**config.mk**
```make
export PLATFORM = sky130hd
export DESIGN_NAME = can_interframe_tracker
export DESIGN_NICKNAME = d
export VERILOG_FILES = /design/src/rtl/can_timing_pkg.sv /design/src/rtl/can_bit_voter.sv /design/src/rtl/can_interframe_tracker.sv
export SDC_FILE = /design/constraint.sdc
export NUM_CORES = 1
export LEC_CHECK = 0
export CAP_MARGIN = 15
export CORE_MARGIN = 2
export CORE_UTILIZATION = 45
export DETAILED_ROUTE_END_ITERATION = 8
export PLACE_DENSITY = 0.7
export SLEW_MARGIN = 20
export SYNTH_ARGS = -nofsm -noshare
export SYNTH_HDL_FRONTEND = slang
export SYNTH_SLANG_ARGS = --single-unit
```
**constraint.sdc**
```tcl
create_clock -name clk -period 1.72 [get_ports clk]
set_input_delay 0.43 -clock clk [delete_from_list [all_inputs] [get_ports clk]]
set_output_delay 0.43 -clock clk [all_outputs]
set_load 0.01 [all_outputs]
```
**src/rtl/can_timing_pkg.sv**
```systemverilog
//------------------------------------------------------------------------------
// Module   : can_timing_pkg
// Brief    : Shared types and default constants for the CAN interframe
//            timing-analysis receive path.
// Revision : 1.0 - initial release
//------------------------------------------------------------------------------
`default_nettype none

package can_timing_pkg;

  // Interframe tracker phases
  typedef enum logic [1:0] {
    S_FRAME        = 2'd0,
    S_INTERMISSION = 2'd1,
    S_SUSPEND      = 2'd2,
    S_IDLE         = 2'd3
  } ifsState_t;

  // Index of the next sample within a bit time (0..2)
  typedef logic [1:0] sampleIdx_t;

  localparam int CAN_EOF_RUN      = 8;
  localparam int CAN_IFS_BITS     = 3;
  localparam int CAN_SUSPEND_BITS = 8;

  // Elaboration-time helper for deriving counter widths
  function automatic int maxInt(input int a, input int b);
    return (a > b) ? a : b;
  endfunction

endpackage

`default_nettype wire

```
**src/rtl/can_bit_voter.sv**
```systemverilog
//------------------------------------------------------------------------------
// Module   : can_bit_voter
// Brief    : Collects one or three bus samples per bit time and produces a
//            single voted bit with a one-cycle valid strobe.
// Revision : 1.0 - initial release
//------------------------------------------------------------------------------
`default_nettype none

module can_bit_voter
  import can_timing_pkg::*;
(
  input  logic clk,
  input  logic reset,
  input  logic dIn,
  input  logic samplePulse,
  input  logic rateSelector,
  output logic bitValid,
  output logic bitValue
);

  sampleIdx_t idx_q, idx_d;
  logic       mode_q, mode_d;     // 1 = three-sample bit in progress
  logic       s0_q, s0_d;
  logic       s1_q, s1_d;
  logic       valid_q, valid_d;
  logic       value_q, value_d;
  logic       modeEff;

  // Sample collection and vote; the rate is only taken from the input on the
  // first sample of a bit so a mid-bit change cannot split a bit.
  always_comb begin
    idx_d   = idx_q;
    mode_d  = mode_q;
    s0_d    = s0_q;
    s1_d    = s1_q;
    valid_d = 1'b0;
    value_d = value_q;
    modeEff = (idx_q == 2'd0) ? rateSelector : mode_q;
    if (samplePulse) begin
      mode_d = modeEff;
      if (!modeEff) begin
        valid_d = 1'b1;
        value_d = dIn;
        idx_d   = 2'd0;
      end else begin
        case (idx_q)
          2'd0: begin
            s0_d  = dIn;
            idx_d = 2'd1;
          end
          2'd1: begin
            s1_d  = dIn;
            idx_d = 2'd2;
          end
          default: begin
            valid_d = 1'b1;
            value_d = (s0_q & s1_q) | (s0_q & dIn) | (s1_q & dIn);
            idx_d   = 2'd0;
          end
        endcase
      end
    end
  end

  // Sampler state register; reset drops any partially collected bit
  always_ff @(posedge clk or posedge reset) begin
    if (reset) begin
      idx_q   <= 2'd0;
      mode_q  <= 1'b0;
      s0_q    <= 1'b0;
      s1_q    <= 1'b0;
      valid_q <= 1'b0;
      value_q <= 1'b0;
    end else begin
      idx_q   <= idx_d;
      mode_q  <= mode_d;
      s0_q    <= s0_d;
      s1_q    <= s1_d;
      valid_q <= valid_d;
      value_q <= value_d;
    end
  end

  assign bitValid = valid_q;
  assign bitValue = value_q;

endmodule

`default_nettype wire

```
**src/rtl/can_interframe_tracker.sv**
```systemverilog
//------------------------------------------------------------------------------
// Module   : can_interframe_tracker
// Brief    : Tracks end-of-frame, intermission, suspend-transmission and bus
//            idle from voted CAN bits; flags overload and start-of-frame.
// Revision : 1.0 - initial release
//------------------------------------------------------------------------------
`default_nettype none

module can_interframe_tracker
  import can_timing_pkg::*;
#(
  parameter int EOF_RUN      = CAN_EOF_RUN,
  parameter int IFS_BITS     = CAN_IFS_BITS,
  parameter int SUSPEND_BITS = CAN_SUSPEND_BITS,
  // Derived width; leave at its default
  parameter int CNT_W        = $clog2(maxInt(EOF_RUN, SUSPEND_BITS) + 1)
) (
  input  logic             clk,
  input  logic             reset,
  input  logic             dIn,
  input  logic             samplePulse,
  input  logic             rateSelector,
  input  logic             errorPassive,
  output logic             bitValid,
  output logic             bitValue,
  output logic             interframePeriod,
  output logic             intermission,
  output logic             suspendPeriod,
  output logic             overloadReq,
  output logic             sofDetect,
  output logic [CNT_W-1:0] bitCount
);

  ifsState_t        state_q, state_d;
  logic [CNT_W-1:0] bitCount_q, bitCount_d;
  logic             overload_q, overload_d;
  logic             sof_q, sof_d;
  logic             intermission_q, suspend_q, idle_q;
  logic [CNT_W:0]   cntInc;   // one bit wider so the terminal compare cannot wrap

  can_bit_voter u_voter (
    .clk          (clk),
    .reset        (reset),
    .dIn          (dIn),
    .samplePulse  (samplePulse),
    .rateSelector (rateSelector),
    .bitValid     (bitValid),
    .bitValue     (bitValue)
  );

  // Next-state and pulse decode; the FSM only moves on a voted bit
  always_comb begin
    state_d    = state_q;
    bitCount_d = bitCount_q;
    overload_d = 1'b0;
    sof_d      = 1'b0;
    cntInc     = {1'b0, bitCount_q} + {{CNT_W{1'b0}}, 1'b1};
    if (bitValid) begin
      case (state_q)
        S_FRAME: begin
          if (!bitValue) begin
            bitCount_d = '0;
          end else if (int'(cntInc) == EOF_RUN) begin
            state_d    = S_INTERMISSION;
            bitCount_d = '0;
          end else begin
            bitCount_d = cntInc[CNT_W-1:0];
          end
        end
        S_INTERMISSION: begin
          // cntInc is the 1-based number of the intermission bit being judged
          if (!bitValue) begin
            state_d    = S_FRAME;
            bitCount_d = '0;
            if (int'(cntInc) < IFS_BITS) overload_d = 1'b1;
            else                         sof_d      = 1'b1;
          end else if (int'(cntInc) == IFS_BITS) begin
            state_d    = errorPassive ? S_SUSPEND : S_IDLE;
            bitCount_d = '0;
          end else begin
            bitCount_d = cntInc[CNT_W-1:0];
          end
        end
        S_SUSPEND: begin
          if (!bitValue) begin
            state_d    = S_FRAME;
            bitCount_d = '0;
            sof_d      = 1'b1;
          end else if (int'(cntInc) == SUSPEND_BITS) begin
            state_d    = S_IDLE;
            bitCount_d = '0;
          end else begin
            bitCount_d = cntInc[CNT_W-1:0];
          end
        end
        default: begin
          bitCount_d = '0;
          if (!bitValue) begin
            state_d = S_FRAME;
            sof_d   = 1'b1;
          end
        end
      endcase
    end
  end

  // State, counter and registered status/pulse outputs
  always_ff @(posedge clk or posedge reset) begin
    if (reset) begin
      state_q        <= S_FRAME;
      bitCount_q     <= '0;
      overload_q     <= 1'b0;
      sof_q          <= 1'b0;
      intermission_q <= 1'b0;
      suspend_q      <= 1'b0;
      idle_q         <= 1'b0;
    end else begin
      state_q        <= state_d;
      bitCount_q     <= bitCount_d;
      overload_q     <= overload_d;
      sof_q          <= sof_d;
      intermission_q <= (state_d == S_INTERMISSION);
      suspend_q      <= (state_d == S_SUSPEND);
      idle_q         <= (state_d == S_IDLE);
    end
  end

  assign interframePeriod = idle_q;
  assign intermission     = intermission_q;
  assign suspendPeriod    = suspend_q;
  assign overloadReq      = overload_q;
  assign sofDetect        = sof_q;
  assign bitCount         = bitCount_q;

endmodule

`default_nettype wire

```
==> results of run 1 <==
[worst register-to-register path, stage by stage, from the launching register on]
cell and delay, ns:
dfrtp_1 0.39, buf_4 0.15, ha_1 0.24, and2_1 0.20, a21oi_4 0.22, o32ai_2 0.15, o21a_1 0.19
[cells in the final DEF (no fill, tap or decap), drive strengths merged, types with 2 or more instances in the layout]
master / netlist / final
dfrtp: 18 / 18
clkdlybuf4s50: 0 / 14
buf: 0 / 11
o21ai: 11 / 11
nand2: 9 / 9
inv: 8 / 8
nor2: 5 / 5
o21a: 3 / 3
mux2: 3 / 3
clkbuf: 0 / 3
a21oi: 3 / 3
nor3b: 3 / 3
nand2b: 2 / 2
nand4: 2 / 2
ha: 2 / 2
dlygate4sd2: 0 / 2
a21bo: 2 / 2
or2: 2 / 2
a21boi: 2 / 2
nor4: 2 / 2
[where the power goes]
group / internal [W] / switching [W]
logic: 0.000342 / 0.000344
registers: 0.000503 / 0.0000632
clock network: 0.0000811 / 0.000112
total: 0.000926 / 0.000519
[final timing paths]
path | end | slack, ns | depth (start not counted)
min | suspendPeriod | 0.46 | 3
max | suspendPeriod | 0.09 | 6
max reg2reg | suspendPeriod | 0.09 | 6
min in group clk | bitCount[2] | 0.53 | 2
max in group asynchronous | bitCount[3] | 1.05 | 3
min reg2reg | bitCount[2] | 0.53 | 2
[registers in the layout, summed over array words and instances, names as in the netlist]
signal and cells:
intermission 1, bitCount 4, interframePeriod 1, state_q 2
u_voter.idx_q 2, sofDetect 1, suspendPeriod 1, overloadReq 1
u_voter.s0_q 1, u_voter.bitValue 1, u_voter.s1_q 1, u_voter.bitValid 1
u_voter.mode_q 1
[routing by layer]
layer | vias up | GRT usage (%) | wire (um)
met5 | - | 0 | 0
met4 | 0 | 12.04 | 12
met3 | 2 | 3.636 | 79
met2 | 22 | 29.61 | 989
met1 | 368 | 20.50 | 855
li1 | 391 | - | -
[logic make-up after synthesis]
logic type	after synthesis	synth area share, %
flip-flops	18	47.31
multiplexers	4	4.599
buffers and inverters	8	3.154
AND/OR/NAND/NOR	31	19.19
adder cells (fa/ha/maj)	2	2.628
AO/OA/AOI/OAI	29	23.13
[repair_timing]
action	CTS	global route
resized for setup	4	1
setup endpoints to repair	5	3
setup buffers	2	3
gates cloned	0	0
[per-stage QoR]
| step | setup TNS (ns) | worst slack, ns |
|---|---|---|
| after floorplan | 0 | 0.1608 |
| after global placement | -0.1080 | -0.1080 |
| after detailed placement | -0.1592 | -0.1592 |
| after CTS | 0 | 0.004575 |
| after global routing | 0 | 0.005551 |
| final | 0 | 0.08593 |
[final cells by class]
| class | instances | area share [%] |
|---|---|---|
| timing repair buffer | 27 | 19.09 |
| multi-input combinational | 66 | 38.07 |
| clock buffer | 3 | 1.789 |
| sequential | 18 | 35.98 |
| inverter | 8 | 2.386 |
| tap | 27 | 2.684 |
==> flow_metrics.env, run 1 <==
export IMPL_initial_core_util_pct=48.04
export IMPL_fillers=158
export IMPL_post_route_period_util_pct=95.00
export IMPL_syn_nets=100
export IMPL_grt_pass1_wl_um=3367
export IMPL_rsz0062_at_grt="no"
export IMPL_endpoint_kind="register"
export IMPL_grt_overflow_total=0
export IMPL_drtPass1Iterations=4
export IMPL_drv_slew=0
export IMPL_cp_max_fo=4
export IMPL_dpl_hpwl_um=1452
export IMPL_cts_path_max_buffers=2
export IMPL_regArea_sq_um=452.9
export IMPL_yosysSeqAreaShare_pct=47.31
export IMPL_path_buf_inv=1
export IMPL_min_period_ns=1.634
export IMPL_track_usage_pct=17.87
export IMPL_finalWirelength_um=1937
export IMPL_grt_pass1_vias=793
export IMPL_cts_hold_buf=0
export IMPL_synth_top_area_share_pct=47.31
export IMPL_synth_common_cells="18 x dfrtp_1, 9 x nand2_1, 9 x o21ai_0"
export IMPL_yosysWarnings=0
export IMPL_critPathArrivalTime_ns=1.81
export IMPL_fin_area_sq_um=1259
export IMPL_vias_per_cell=5.255
export IMPL_relSlewSlack_pct=76.57
export IMPL_critPathLaunchType="register"
export IMPL_cellPowerDensity_nw_per_um2=1148
export IMPL_layout_cells_non_filler=149
export IMPL_min_path_type="in -> async"
export IMPL_setup_viol=0
export IMPL_die_y_um=50
export IMPL_path_delay_family="compound AO/OA/AOI/OAI gates"
export IMPL_cts_root_buf="clkbuf_4"
export IMPL_cts_buffers=3
export IMPL_hold_worst_slack_ns=0.4567
export IMPL_max_stage_delay_ns=0.39
export IMPL_crit_required_ns=1.90
export IMPL_wl_per_cell_um=13.00
export IMPL_irDropWorstVdd_mv=0.6071
export IMPL_clk_latency_ns=0.28
export IMPL_yosys_area_top_type="dfrtp_1"
export IMPL_dieArea_sq_um=2500
export IMPL_syn_area_sq_um=952.2
export IMPL_htree_levels=1
export IMPL_crit_type="reg -> reg"
export IMPL_placement_io_buffers=16
export IMPL_p_leak_nw=0.5315
export IMPL_syn_inst=92
export IMPL_rows=16
export IMPL_crit_slowest_cell="dfrtp_1"
export IMPL_yosysMostFrequentCell="dfrtp_1"
export IMPL_total_power_w=0.001446
export IMPL_drc=0
export IMPL_route_vias_total=783
export IMPL_syn_avg_cell_area_sq_um=10.35
export IMPL_numClockSinks=18
export IMPL_path_cells="buf_4 -> ha_1 -> and2_1 -> a21oi_4 -> o32ai_2 -> o21a_1"
export IMPL_area_growth_pct=32.19
export IMPL_diodes=0
export IMPL_synth_edf_count=0
export IMPL_placed_cell_area_sq_um=1191
export IMPL_gp_congestion=0.8803
export IMPL_die_w_um=50
export IMPL_timing_rr_start="bitCount[0]"
export IMPL_grt_start_max_net_pins=19
export IMPL_ys_top_cells_by_area="dfrtp_1 47%, o21ai_0 4.7%, nand2_1 3.5%, mux2_2 3.5%, inv_1 2.8%"
export IMPL_drive_above_1_share_pct=23.77
export IMPL_io_pins=17
export IMPL_ys_types=39
export IMPL_synth_seq_cells=18
export IMPL_synthArstFlopShare_pct=100.0
export IMPL_dp_cells=141
export IMPL_core_area_sq_um=1982
export IMPL_worstMarginPinSlew_ns=0.3514
export IMPL_cp_startpoint="bitCount[0]"
export IMPL_fmax_ghz=0.6120
export IMPL_dr_first_iter_drc_count=21
export IMPL_finClkSkew_ns=0.002770
export IMPL_antenna_found_initial=0
export IMPL_status="completed"
export IMPL_multiInputGateArea_sq_um=479.2
export IMPL_cts_tree="done"
export IMPL_final_hold_viol_count=0
export IMPL_max_cap_violations=0
export IMPL_ant_nets=0
export IMPL_fin_util_pct=63.51
export IMPL_cts_clk_slew_worst_paths_ns=0.09
export IMPL_nNetsFinal=132
export IMPL_synth_flop_cell="dfrtp_1"
No activity file was read; power rests on OpenSTA's default activity.
==> inputs of run 2 (changes only) <==
--- a/config.mk
+++ b/config.mk
@@ -6,7 +6,7 @@
 export NUM_CORES = 1
 export LEC_CHECK = 0
 export CAP_MARGIN = 15
-export CORE_MARGIN = 2
+export CORE_MARGIN = 5
 export CORE_UTILIZATION = 45
 export DETAILED_ROUTE_END_ITERATION = 8
 export PLACE_DENSITY = 0.7
==> run 2 against run 1 <==
Count of clock-buffer cells in the layout grew 1. Final area shrank 1.1%. Sequential cell count is the same. Combinational power shrank 12%. Cell count shrank 1.3%. Total power shrank 0.20%. Via count shrank 0.13%. Non-clock buffer count shrank 3.
==> flow_metrics.env, run 2 (synthesized netlist as in run 1, its figures left out) <==
export IMPL_cts_hold_buf=0
export IMPL_final_cell_mix="14 x dfrtp_1, 14 x clkdlybuf4s50_1, 9 x nand2_1, 9 x o21ai_0, 8 x buf_4"
export IMPL_critPathLaunchType="register"
export IMPL_vias_per_cell=5.320
export IMPL_layout_cells_non_filler=147
export IMPL_route_vias_total=782
export IMPL_post_route_period_util_pct=95.67
export IMPL_dr_first_iter_drc_count=18
export IMPL_wl_per_cell_um=12.75
export IMPL_dieArea_sq_um=3136
export IMPL_largest_reg_flops=4
export IMPL_timing_rr_start="bitCount[0]"
export IMPL_worstMarginPinSlew_ns=0.3768
export IMPL_die_y_um=56
export IMPL_diodes=0
export IMPL_placement_io_buffers=16
export IMPL_core_area_sq_um=1982
export IMPL_grt_start_max_net_pins=19
export IMPL_path_buf_inv=1
export IMPL_max_cap_violations=0
export IMPL_regArea_sq_um=455.4
export IMPL_cts_root_buf="clkbuf_4"
export IMPL_dp_cells=140
export IMPL_track_usage_pct=12.87
export IMPL_endpoint_kind="primary output"
export IMPL_min_path_type="in -> async"
export IMPL_fmax_ghz=0.6077
export IMPL_grt_pass1_wl_um=3270
export IMPL_setup_viol=0
export IMPL_dpl_hpwl_um=1455
export IMPL_rows=16
export IMPL_relSlewSlack_pct=74.88
export IMPL_ant_nets=0
export IMPL_cts_clk_slew_worst_paths_ns=0.11
export IMPL_grt_pass1_vias=743
export IMPL_min_period_ns=1.646
export IMPL_path_delay_family="buffers and inverters"
export IMPL_multiInputGateArea_sq_um=471.7
export IMPL_finalWirelength_um=1874
export IMPL_crit_required_ns=1.29
export IMPL_cp_max_fo=2
export IMPL_area_growth_pct=30.75
export IMPL_clk_latency_ns=0.29
export IMPL_status="completed"
export IMPL_numClockSinks=18
export IMPL_critPathArrivalTime_ns=1.22
export IMPL_initial_core_util_pct=48.04
export IMPL_fin_util_pct=62.82
export IMPL_fin_ws_ns=0.07443
export IMPL_grt_overflow_total=0
export IMPL_cp_depth=1
export IMPL_die_w_um=56
export IMPL_irDropWorstVdd_mv=0.6412
export IMPL_p_leak_nw=0.5199
export IMPL_drtPass1Iterations=4
export IMPL_drive_above_1_share_pct=24.17
export IMPL_gp_congestion=0.8549
export IMPL_pre_cts_slack_ns=-0.1293
export IMPL_setup_tns_ns=0
export IMPL_cp_startpoint="u_voter.bitValue"
export IMPL_antenna_found_initial=0
export IMPL_cts_path_max_buffers=2
export IMPL_cts_buffers=3
export IMPL_fillers=159
export IMPL_r2r_cells=5
export IMPL_cts_tree="done"
export IMPL_htree_levels=1
export IMPL_final_hold_viol_count=0
export IMPL_cellPowerDensity_nw_per_um2=1159
export IMPL_rsz0062_at_grt="no"
export IMPL_max_stage_delay_ns=0.54
export IMPL_path_cells="clkdlybuf4s50_1"
export IMPL_crit_slowest_cell="clkdlybuf4s50_1"
export IMPL_drv_slew=0
export IMPL_drc=0
export IMPL_nNetsFinal=129
export IMPL_hold_worst_slack_ns=0.4339
export IMPL_finClkSkew_ns=0.006105
export IMPL_crit_type="reg -> out"
export IMPL_io_pins=17
## run 2: path summary, 6_finish.rpt
| check | end | slack [ns] |
|---|---|---|
| worst max-delay path | bitValue | 0.07 |
| worst min-delay path | suspendPeriod | 0.43 |
| worst max register to register | suspendPeriod | 0.11 |
| worst min register to register | u_voter.s0_q | 0.55 |
| max in group asynchronous | bitCount[0] | 1.07 |
| min in group clk | u_voter.s0_q | 0.55 |
## run 2: layout make-up
class | instances | area share [%]
multi-input combinational | 66 | 37.89
tap | 27 | 2.714
timing repair buffer | 24 | 17.49
sequential | 18 | 36.58
inverter | 8 | 2.412
clock buffer | 4 | 2.915
## run 2: per-layer routing
metal | part of all wire, % | routed length, um | up-vias | global-route usage [%]
met1 | 43 | 813 | 368 | 15.69
met3 | 6.0 | 112 | 4 | 3.248
met2 | 49 | 922 | 21 | 21.54
met5 | 0 | 0 | - | 0
li1 | - | - | 389 | -
met4 | 1.4 | 26 | 0 | 5.085
## run 2: stage by stage
| stage | cell area (sq um) | power [W] |
|---|---|---|
| 2_1_floorplan | 952.2 | 0.0009389 |
| 3_3_place_gp | 1184 | 0.001167 |
| 3_5_place_dp | 1184 | 0.001177 |
| 4_1_cts | 1237 | 0.001446 |
| 5_1_grt | 1245 | 0.001546 |
| 6_report | 1245 | 0.001443 |
## run 2: report_power, final
| part | internal, W | total (W) | switching [W] |
|---|---|---|---|
| Clock | 0.000129 | 0.000261 | 0.000132 |
| Combinational | 0.000297 | 0.000601 | 0.000304 |
| Sequential | 0.000505 | 0.000580 | 0.0000750 |
## run 2: what timing repair did
item | CTS | global route
endpoints found under the setup margin | 5 | 1
buffers inserted | 2 | 1
pin swaps | 0 | 0
resized for setup | 6 | 0
